`config.mk`:
```
export PLATFORM = sky130hd
export DESIGN_NAME = quadrature_decoder_flat
export DESIGN_NICKNAME = d
export VERILOG_FILES = /design/src/rtl/quadrature_decoder_if.sv /design/src/rtl/quadrature_decoder.sv /design/src/flat_wrapper.sv
export SDC_FILE = /design/constraint.sdc
export NUM_CORES = 1
export LEC_CHECK = 0
export BUFFER_PORTS_ARGS = -buffer_cell sky130_fd_sc_hd__buf_2
export CORE_UTILIZATION = 40
export CTS_BUF_LIST = sky130_fd_sc_hd__clkbuf_16
export CTS_CLUSTER_DIAMETER = 120
export DETAILED_ROUTE_END_ITERATION = 8
export PLACE_DENSITY_LB_ADDON = 0.25
export REMOVE_ABC_BUFFERS = 1
export SETUP_SLACK_MARGIN = 0.5
export SLEW_MARGIN = 15
export SYNTH_ARGS = -nofsm -noshare
export SYNTH_HDL_FRONTEND = slang
export SYNTH_SLANG_ARGS = --single-unit
```
`constraint.sdc`:
```
create_clock -name clk -period 4.04 [get_ports clk]
set_input_delay 0.202 -clock clk [delete_from_list [all_inputs] [get_ports clk]]
set_output_delay 0.202 -clock clk [all_outputs]
set_load 0.02 [all_outputs]
```
`src/rtl/quadrature_decoder_if.sv`:
```
// Signal bundle between a quadrature pin source and the decoder.
// Only the A/B pins are asynchronous; everything else lives in the decoder clock domain.
interface quadrature_decoder_if #(
  parameter int CNT_WIDTH = 16,
  parameter int SPD_WIDTH = 16
);
  logic                 A;
  logic                 B;
  logic                 enable;
  logic                 clear_pos;
  logic                 clear_err;
  logic [CNT_WIDTH-1:0] position;
  logic                 dir;
  logic                 step_pulse;
  logic [SPD_WIDTH-1:0] speed;
  logic                 speed_valid;
  logic                 err;

  modport master (
    output A, B, enable, clear_pos, clear_err,
    input  position, dir, step_pulse, speed, speed_valid, err
  );

  modport slave (
    input  A, B, enable, clear_pos, clear_err,
    output position, dir, step_pulse, speed, speed_valid, err
  );
endinterface

```
`src/rtl/quadrature_decoder.sv`:
```
// Quadrature A/B decoder: 2-flop sync, per-channel glitch filter, position/dir/err, windowed speed.
// Latency pin edge -> position/step_pulse is FILTER_CYCLES+3 clocks; no backpressure.
module quadrature_decoder #(
  parameter int CNT_WIDTH     = 16,
  parameter int FILTER_CYCLES = 4,
  parameter int SPEED_WINDOW  = 100000,
  parameter int SPD_WIDTH     = 16
) (
  input logic               clk,
  input logic               rst_n,
  quadrature_decoder_if.slave qif
);
  localparam int FW = $clog2(FILTER_CYCLES + 1);
  localparam int WW = $clog2(SPEED_WINDOW);

  // Bit 1 carries channel A, bit 0 channel B throughout.
  logic [1:0]          sync1, sync2, filt, prev;
  logic [1:0][FW-1:0]  fcnt;
  logic                fwd, rev, illegal, step_now;
  logic [CNT_WIDTH-1:0] pos_q;
  logic                dir_q, pulse_q, err_q, spd_vld_q;
  logic [WW-1:0]       win;
  logic [SPD_WIDTH-1:0] scnt, scnt_nxt, speed_q;

  always_ff @(posedge clk or negedge rst_n) begin
    if (!rst_n) begin
      sync1 <= '0;
      sync2 <= '0;
      filt  <= '0;
      fcnt  <= '0;
    end else begin
      sync1 <= {qif.A, qif.B};
      sync2 <= sync1;
      for (int i = 0; i < 2; i++) begin
        if (sync2[i] == filt[i]) begin
          fcnt[i] <= '0;
        end else if (fcnt[i] == FW'(FILTER_CYCLES - 1)) begin
          filt[i] <= sync2[i];
          fcnt[i] <= '0;
        end else begin
          fcnt[i] <= fcnt[i] + FW'(1);
        end
      end
    end
  end

  always_comb begin
    fwd     = 1'b0;
    rev     = 1'b0;
    illegal = 1'b0;
    case ({prev, filt})
      4'b00_10, 4'b10_11, 4'b11_01, 4'b01_00: fwd = 1'b1;
      4'b00_01, 4'b01_11, 4'b11_10, 4'b10_00: rev = 1'b1;
      4'b00_11, 4'b11_00, 4'b01_10, 4'b10_01: illegal = 1'b1;
      default: ;
    endcase
  end

  assign step_now = qif.enable && (fwd || rev);
  // Step counter saturates; a step on the terminal window cycle still lands in that window.
  assign scnt_nxt = (step_now && scnt != '1) ? scnt + SPD_WIDTH'(1) : scnt;

  always_ff @(posedge clk or negedge rst_n) begin
    if (!rst_n) begin
      prev      <= '0;
      pos_q     <= '0;
      dir_q     <= 1'b0;
      pulse_q   <= 1'b0;
      err_q     <= 1'b0;
      win       <= '0;
      scnt      <= '0;
      speed_q   <= '0;
      spd_vld_q <= 1'b0;
    end else begin
      prev    <= filt;
      pulse_q <= step_now;
      if (qif.clear_pos)
        pos_q <= '0;
      else if (step_now)
        pos_q <= fwd ? pos_q + CNT_WIDTH'(1) : pos_q - CNT_WIDTH'(1);
      if (step_now)
        dir_q <= rev;
      if (illegal)
        err_q <= 1'b1;
      else if (qif.clear_err)
        err_q <= 1'b0;
      if (win == WW'(SPEED_WINDOW - 1)) begin
        win       <= '0;
        speed_q   <= scnt_nxt;
        spd_vld_q <= 1'b1;
        scnt      <= '0;
      end else begin
        win       <= win + WW'(1);
        spd_vld_q <= 1'b0;
        scnt      <= scnt_nxt;
      end
    end
  end

  assign qif.position    = pos_q;
  assign qif.dir         = dir_q;
  assign qif.step_pulse  = pulse_q;
  assign qif.speed       = speed_q;
  assign qif.speed_valid = spd_vld_q;
  assign qif.err         = err_q;
endmodule
```
`src/flat_wrapper.sv`:
```
// flat-port wrapper written by rule: the top's interface ports become plain ports
module quadrature_decoder_flat 
#(
  parameter int CNT_WIDTH     = 16,
  parameter int FILTER_CYCLES = 4,
  parameter int SPEED_WINDOW  = 100000,
  parameter int SPD_WIDTH     = 16
)
  (clk, rst_n, qif_A, qif_B, qif_enable, qif_clear_pos, qif_clear_err, qif_position, qif_dir, qif_step_pulse, qif_speed, qif_speed_valid, qif_err);
  quadrature_decoder_if #(.CNT_WIDTH(CNT_WIDTH), .SPD_WIDTH(SPD_WIDTH)) qif_i ();
  input logic clk;
  input logic rst_n;
  input wire logic [$bits(qif_i.A)-1:0] qif_A;
  input wire logic [$bits(qif_i.B)-1:0] qif_B;
  input wire logic [$bits(qif_i.enable)-1:0] qif_enable;
  input wire logic [$bits(qif_i.clear_pos)-1:0] qif_clear_pos;
  input wire logic [$bits(qif_i.clear_err)-1:0] qif_clear_err;
  output wire logic [$bits(qif_i.position)-1:0] qif_position;
  output wire logic [$bits(qif_i.dir)-1:0] qif_dir;
  output wire logic [$bits(qif_i.step_pulse)-1:0] qif_step_pulse;
  output wire logic [$bits(qif_i.speed)-1:0] qif_speed;
  output wire logic [$bits(qif_i.speed_valid)-1:0] qif_speed_valid;
  output wire logic [$bits(qif_i.err)-1:0] qif_err;
  assign qif_i.A = qif_A;
  assign qif_i.B = qif_B;
  assign qif_i.enable = qif_enable;
  assign qif_i.clear_pos = qif_clear_pos;
  assign qif_i.clear_err = qif_clear_err;
  assign qif_position = qif_i.position;
  assign qif_dir = qif_i.dir;
  assign qif_step_pulse = qif_i.step_pulse;
  assign qif_speed = qif_i.speed;
  assign qif_speed_valid = qif_i.speed_valid;
  assign qif_err = qif_i.err;
  quadrature_decoder #(.CNT_WIDTH(CNT_WIDTH), .FILTER_CYCLES(FILTER_CYCLES), .SPEED_WINDOW(SPEED_WINDOW), .SPD_WIDTH(SPD_WIDTH)) u_core (.clk(clk), .rst_n(rst_n), .qif(qif_i));
endmodule
```
# == Word-level counts from Yosys, hierarchy flattened ==
# Cells that the tools add are included.
# word_totals
register_bits,83
output_inout_bits,36
# op_classes
reduce_logical,10
eq_ne,18
mux,16
bitwise,2
n_addsub,6
# op_table
operator,count
2-to-1 mux 16 bit,5
"adder 16 x 1 -> 16 bit, second input constant",2
"equality test 4 bit, second input constant",6
"adder 17 x 1 -> 17 bit, second input constant",1
"equality test 17 bit, second input constant",1
2-to-1 mux 17 bit,1
"!= test 16 bit, second input constant",1
"subtractor 16 x 1 -> 16 bit, second input constant",1
"equality test 4 x 3 -> 1 bit, second input constant",3
2-to-1 mux 3 bit,4
OR reduction 4 bit,3
"equality test 4 x 2 -> 1 bit, second input constant",2
"adder 3 x 1 -> 3 bit, second input constant",2
"equality test 3 x 2 -> 1 bit, second input constant",2
2-to-1 mux 1 bit,6
"equality test 4 x 1 -> 1 bit, second input constant",1
AND reduction 2 bit,2
nonzero test 2 bit,2
equality test 1 bit,2
logical AND 1 bit,2
inverter 1 bit,2
logical OR 1 bit,1

# == Longest topological paths before layout ==
# depth
depth_word,8
depth_mapped,10

# == Least setup slack after synthesis ==
# OpenSTA, ideal clock, no wires.
# synth_path
kind,register to register
start,register u_core.filt[0]
end,"register u_core.pos_q[15], in the netlist u_core.qif.position[15]"
path_slack_ns,1.242
arrival_ns,2.673
period_less_slack_ns,2.798
stages_incl_launch_ff,10
path_cell_list,dfrtp_1 xor2_1 nand2b_1 ha_1 a211oi_1 o21bai_1 a211oi_1 o31ai_1 mux2i_1 mux2_2
# synth_via
elab_chain_cells,6
elab_cells_between_ends,18
classes_between,8 x eq/ne; 5 x mux; 5 x reduce/logical
# synth_rtl
element,line,text
from (decl),quadrature_decoder.sv:17,"logic [1:0] sync1, sync2, filt, prev;"
"from (signal, indexed assignment)",quadrature_decoder.sv:38,filt[i] <= sync2[i];
"equality test 4 x 2 -> 1 bit, or another cell as far along",quadrature_decoder.sv:51,"case ({prev, filt})"
OR reduction 4 bit,quadrature_decoder.sv:51,
2-to-1 mux 1 bit,quadrature_decoder.sv:51,
2-to-1 mux 16 bit / logical OR 1 bit (equally long branches),"quadrature_decoder.sv:80, quadrature_decoder.sv:59",
2-to-1 mux 16 bit / logical AND 1 bit (equally long branches),"quadrature_decoder.sv:79, quadrature_decoder.sv:59",
2-to-1 mux 16 bit / nonzero test 2 bit (equally long branches),--,
to (signal assigned),quadrature_decoder.sv:80,pos_q <= fwd ? pos_q + CNT_WIDTH'(1) : pos_q - CNT_WIDTH'(1);
to (decl),quadrature_decoder.sv:20,logic [CNT_WIDTH-1:0] pos_q;
# Parallel ways exist; a longest one is shown, timed or not. The select of a mux whose other input is x is not followed.
# A chain may end at the register's enable or synchronous reset.

# == Worst setup path in the final report ==
# Ends and elaborated chain as after synthesis.

==> summary.txt <==
outcome - complete, no violations
Synth Warn # - 0
Ports - 43
Final Non-Filler Cells - 622
Sequential cell area - 0.002077 mm^2
post-synth cell types - 51
H-Tree Depth - 3
post-synth top area cell - dfrtp_1
antenna viol nets, final - 0
unrepaired setup endpoints after global routing - false
period utilization - 80.05%
PortBufs - 42
HPWL after DPL - 5904 um
area grow syn2layout - 15.94%
most frequent cell after synthesis - dfrtp_1
Post-CTS Resized - 0
Hold Startpoint - qif_clear_err
GPL Wtd Cong - 0.8553
crit end category - flip-flop
Placed Cells - 603
Max VDD drop - 0.0002705 V
commonest cells in the synthesized netlist - dfrtp_1, nor2_1, a21oi_1
final setup margin - 806.1 ps
pre-CTS WS - 839.5 ps
flop2flop setup slack - 810 ps
Clock Tree Root - clkbuf_16
max-cap violation count - 0
FP Rows - 37
cell count after synthesis - 438
CTS Buf Count - 9
Tmin final - 3234 ps
post-synth top area share - 48.54%
Power Density - 768.9 mW/mm^2
clock slew at reported path FFs - 60 ps
Worst Hold Class - input port to flip-flop
multi-input logic area - 0.002103 mm^2
global route overflow - 0
Nets - 507
RR Startpoint - u_core.filt[0]
syn avg cell area - 9.770 um^2
final count of pins violating max slew - 0
DRC viols - 0
Worst Skew - 7.981 ps
Die Span Y - 105.4 um
Initial Util - 41.26%
Data arrival, critical path - 3450 ps
Worst-Margin Slew - 873.8 ps
vias per cell - 5.349
initial antenna violation count - 0
clk_lat worst skew - 330 ps
largest net degree at the start of global routing - 84
sequential area share after synthesis - 48.54%
worst hold stages - 2
total global-route track usage - 16.72%
total number of vias - 3,327
relative slew slack - 41.26%
first-pass GRT wire length - 14,690 um
Synth Cell Area - 0.004279 mm^2
synthesized flop and latch total - 83
share of post-route cells with drive strength above 1 - 13.58%
hold endpoint - u_core.qif.err
Sink Count - 83
crit-path max FO - 16
CTS tree - yes
Post-Route WL - 8639 um
final hold violations - 0
# setup viols final - 0
Synth area leaders - dfrtp_1, ha_1, nor2_1
Max Root-Sink Buffers - 2
critical path class - flip-flop to flip-flop
Iter 0 DRT Violations - 164
Reg2Reg Depth - 9
Core ar. - 0.01037 mm^2
die area - 0.01112 mm^2
ys flop type - dfrtp_1
vias in the first global route - 3,033
Worst Setup Start Kind - flip-flop
Fmax - 0.3092 GHz
wire per inst - 13.89 um
Post-synth EDFFs - 0
die extent in x - 105.4 um
Data required, critical path - 4250 ps
Ant. Diodes - 0
1st-pass router iterations - 5
ys async rst share - 100.0%
Layout fillers - 967
Worst R2R End - u_core.qif.position[15]
static leakage - 2.221 nW
## repair_timing
item / CTS / global route
setup buffers: 0 / 0
hold buffers: 2 / 1
hold endpoints to repair: 2 / 21
## area by class of cell
| class | count | area share (%) |
|---|---|---|
| clock inverters | 7 | 1.412 |
| multi-input cells | 329 | 42.40 |
| repair buffers | 47 | 5.523 |
| clock buffers | 9 | 4.540 |
| well taps | 136 | 3.430 |
| flip-flops and latches | 83 | 41.87 |
| inverters | 11 | 0.8323 |
## registers in the layout (all words and copies together), names as in the netlist, 2 cells and up
| register | flops |
|---|---|
| u_core.win | 17 |
| u_core.scnt | 16 |
| u_core.sync1 | 2 |
| u_core.sync2 | 2 |
| u_core.qif.speed | 16 |
| u_core.qif.position | 16 |
| u_core.filt | 2 |
| u_core.prev | 2 |
| u_core.fcnt | 6 |
## cell usage in the layout (no fill, tap or decap), types with 3 or more instances in the layout
cell type,instances
mux2_2,3
nor3_1,13
nand3_1,20
o31ai_1,3
o21a_1,4
mux2i_1,4
nand2_1,27
xor2_1,17
nand4_1,9
a21oi_1,32
dfrtp_1,83
and3_1,12
ha_1,18
nor4_2,3
and4_1,4
dlygate4sd3_1,3
a211oi_1,5
o21ai_0,16
o211ai_1,4
xnor2_1,21
buf_2,41
a31oi_1,3
or3_1,7
nor2b_1,8
nor3b_1,5
a21o_1,6
clkbuf_16,9
nor2_1,60
inv_1,12
## layer usage
metal / track usage (%) / vias to the layer above / part of all wire [%]
met4: 5.433 / 0 / 1.1
met2: 24.95 / 78 / 45
met5: 0 / - / 0
met1: 24.08 / 1598 / 50
met3: 3.649 / 5 / 4.2
li1: - / 1646 / -
## through the flow
step	TNS (ps)	instance area, um^2	hold slack (ps)	util, %	total power, mW
2_1_floorplan	-58760	4215	-93.59	-	2.550
3_3_place_gp	0	4632	310.9	44.67	2.949
3_5_place_dp	0	4632	311.3	44.67	3.001
4_1_cts	0	4947	56.95	47.71	3.834
5_1_grt	0	4961	62.56	47.84	4.130
6_report	0	4961	69.84	47.84	3.815
## worst max-delay path, stage by stage, from the launching register on
cell and delay [ps]:
dfrtp_1 430, xor2_1 240, nand2b_1 600, ha_1 380
a211oi_1 350, o21bai_1 160, a211oi_1 300, o31ai_1 140
mux2i_1 180, mux2_2 340
## report_power, final
part           internal (mW)  switching, mW
Sequential             0.958          0.107
Clock                  0.476          0.329
Combinational          0.773           1.17
## logic make-up (layout without fill, tap and decap cells)
logic type	count (synthesis)	in the layout	synth area share, %
compound gates	86	86	12.49
xor+xnor	38	38	7.778
fa+ha+maj	19	19	5.731
buf+inv	26	74	2.456
flops	83	83	48.54
mux	7	7	1.725
simple gates	179	179	21.29
## how the worst max path moves through the flow
stage,start,to,slack [ps],depth (start not counted)
2_1_floorplan,u_core.win[0],u_core.win[16],-1790,7
3_3_place_gp,u_core.filt[0],u_core.qif.position[15],900,9
3_5_place_dp,u_core.filt[0],u_core.qif.position[15],840,9
4_1_cts,u_core.filt[0],u_core.qif.position[15],820,9
5_1_grt,u_core.filt[0],u_core.qif.position[15],530,9
6_report,u_core.filt[0],u_core.qif.position[15],810,9
Power figures use the tool's default switching activity.
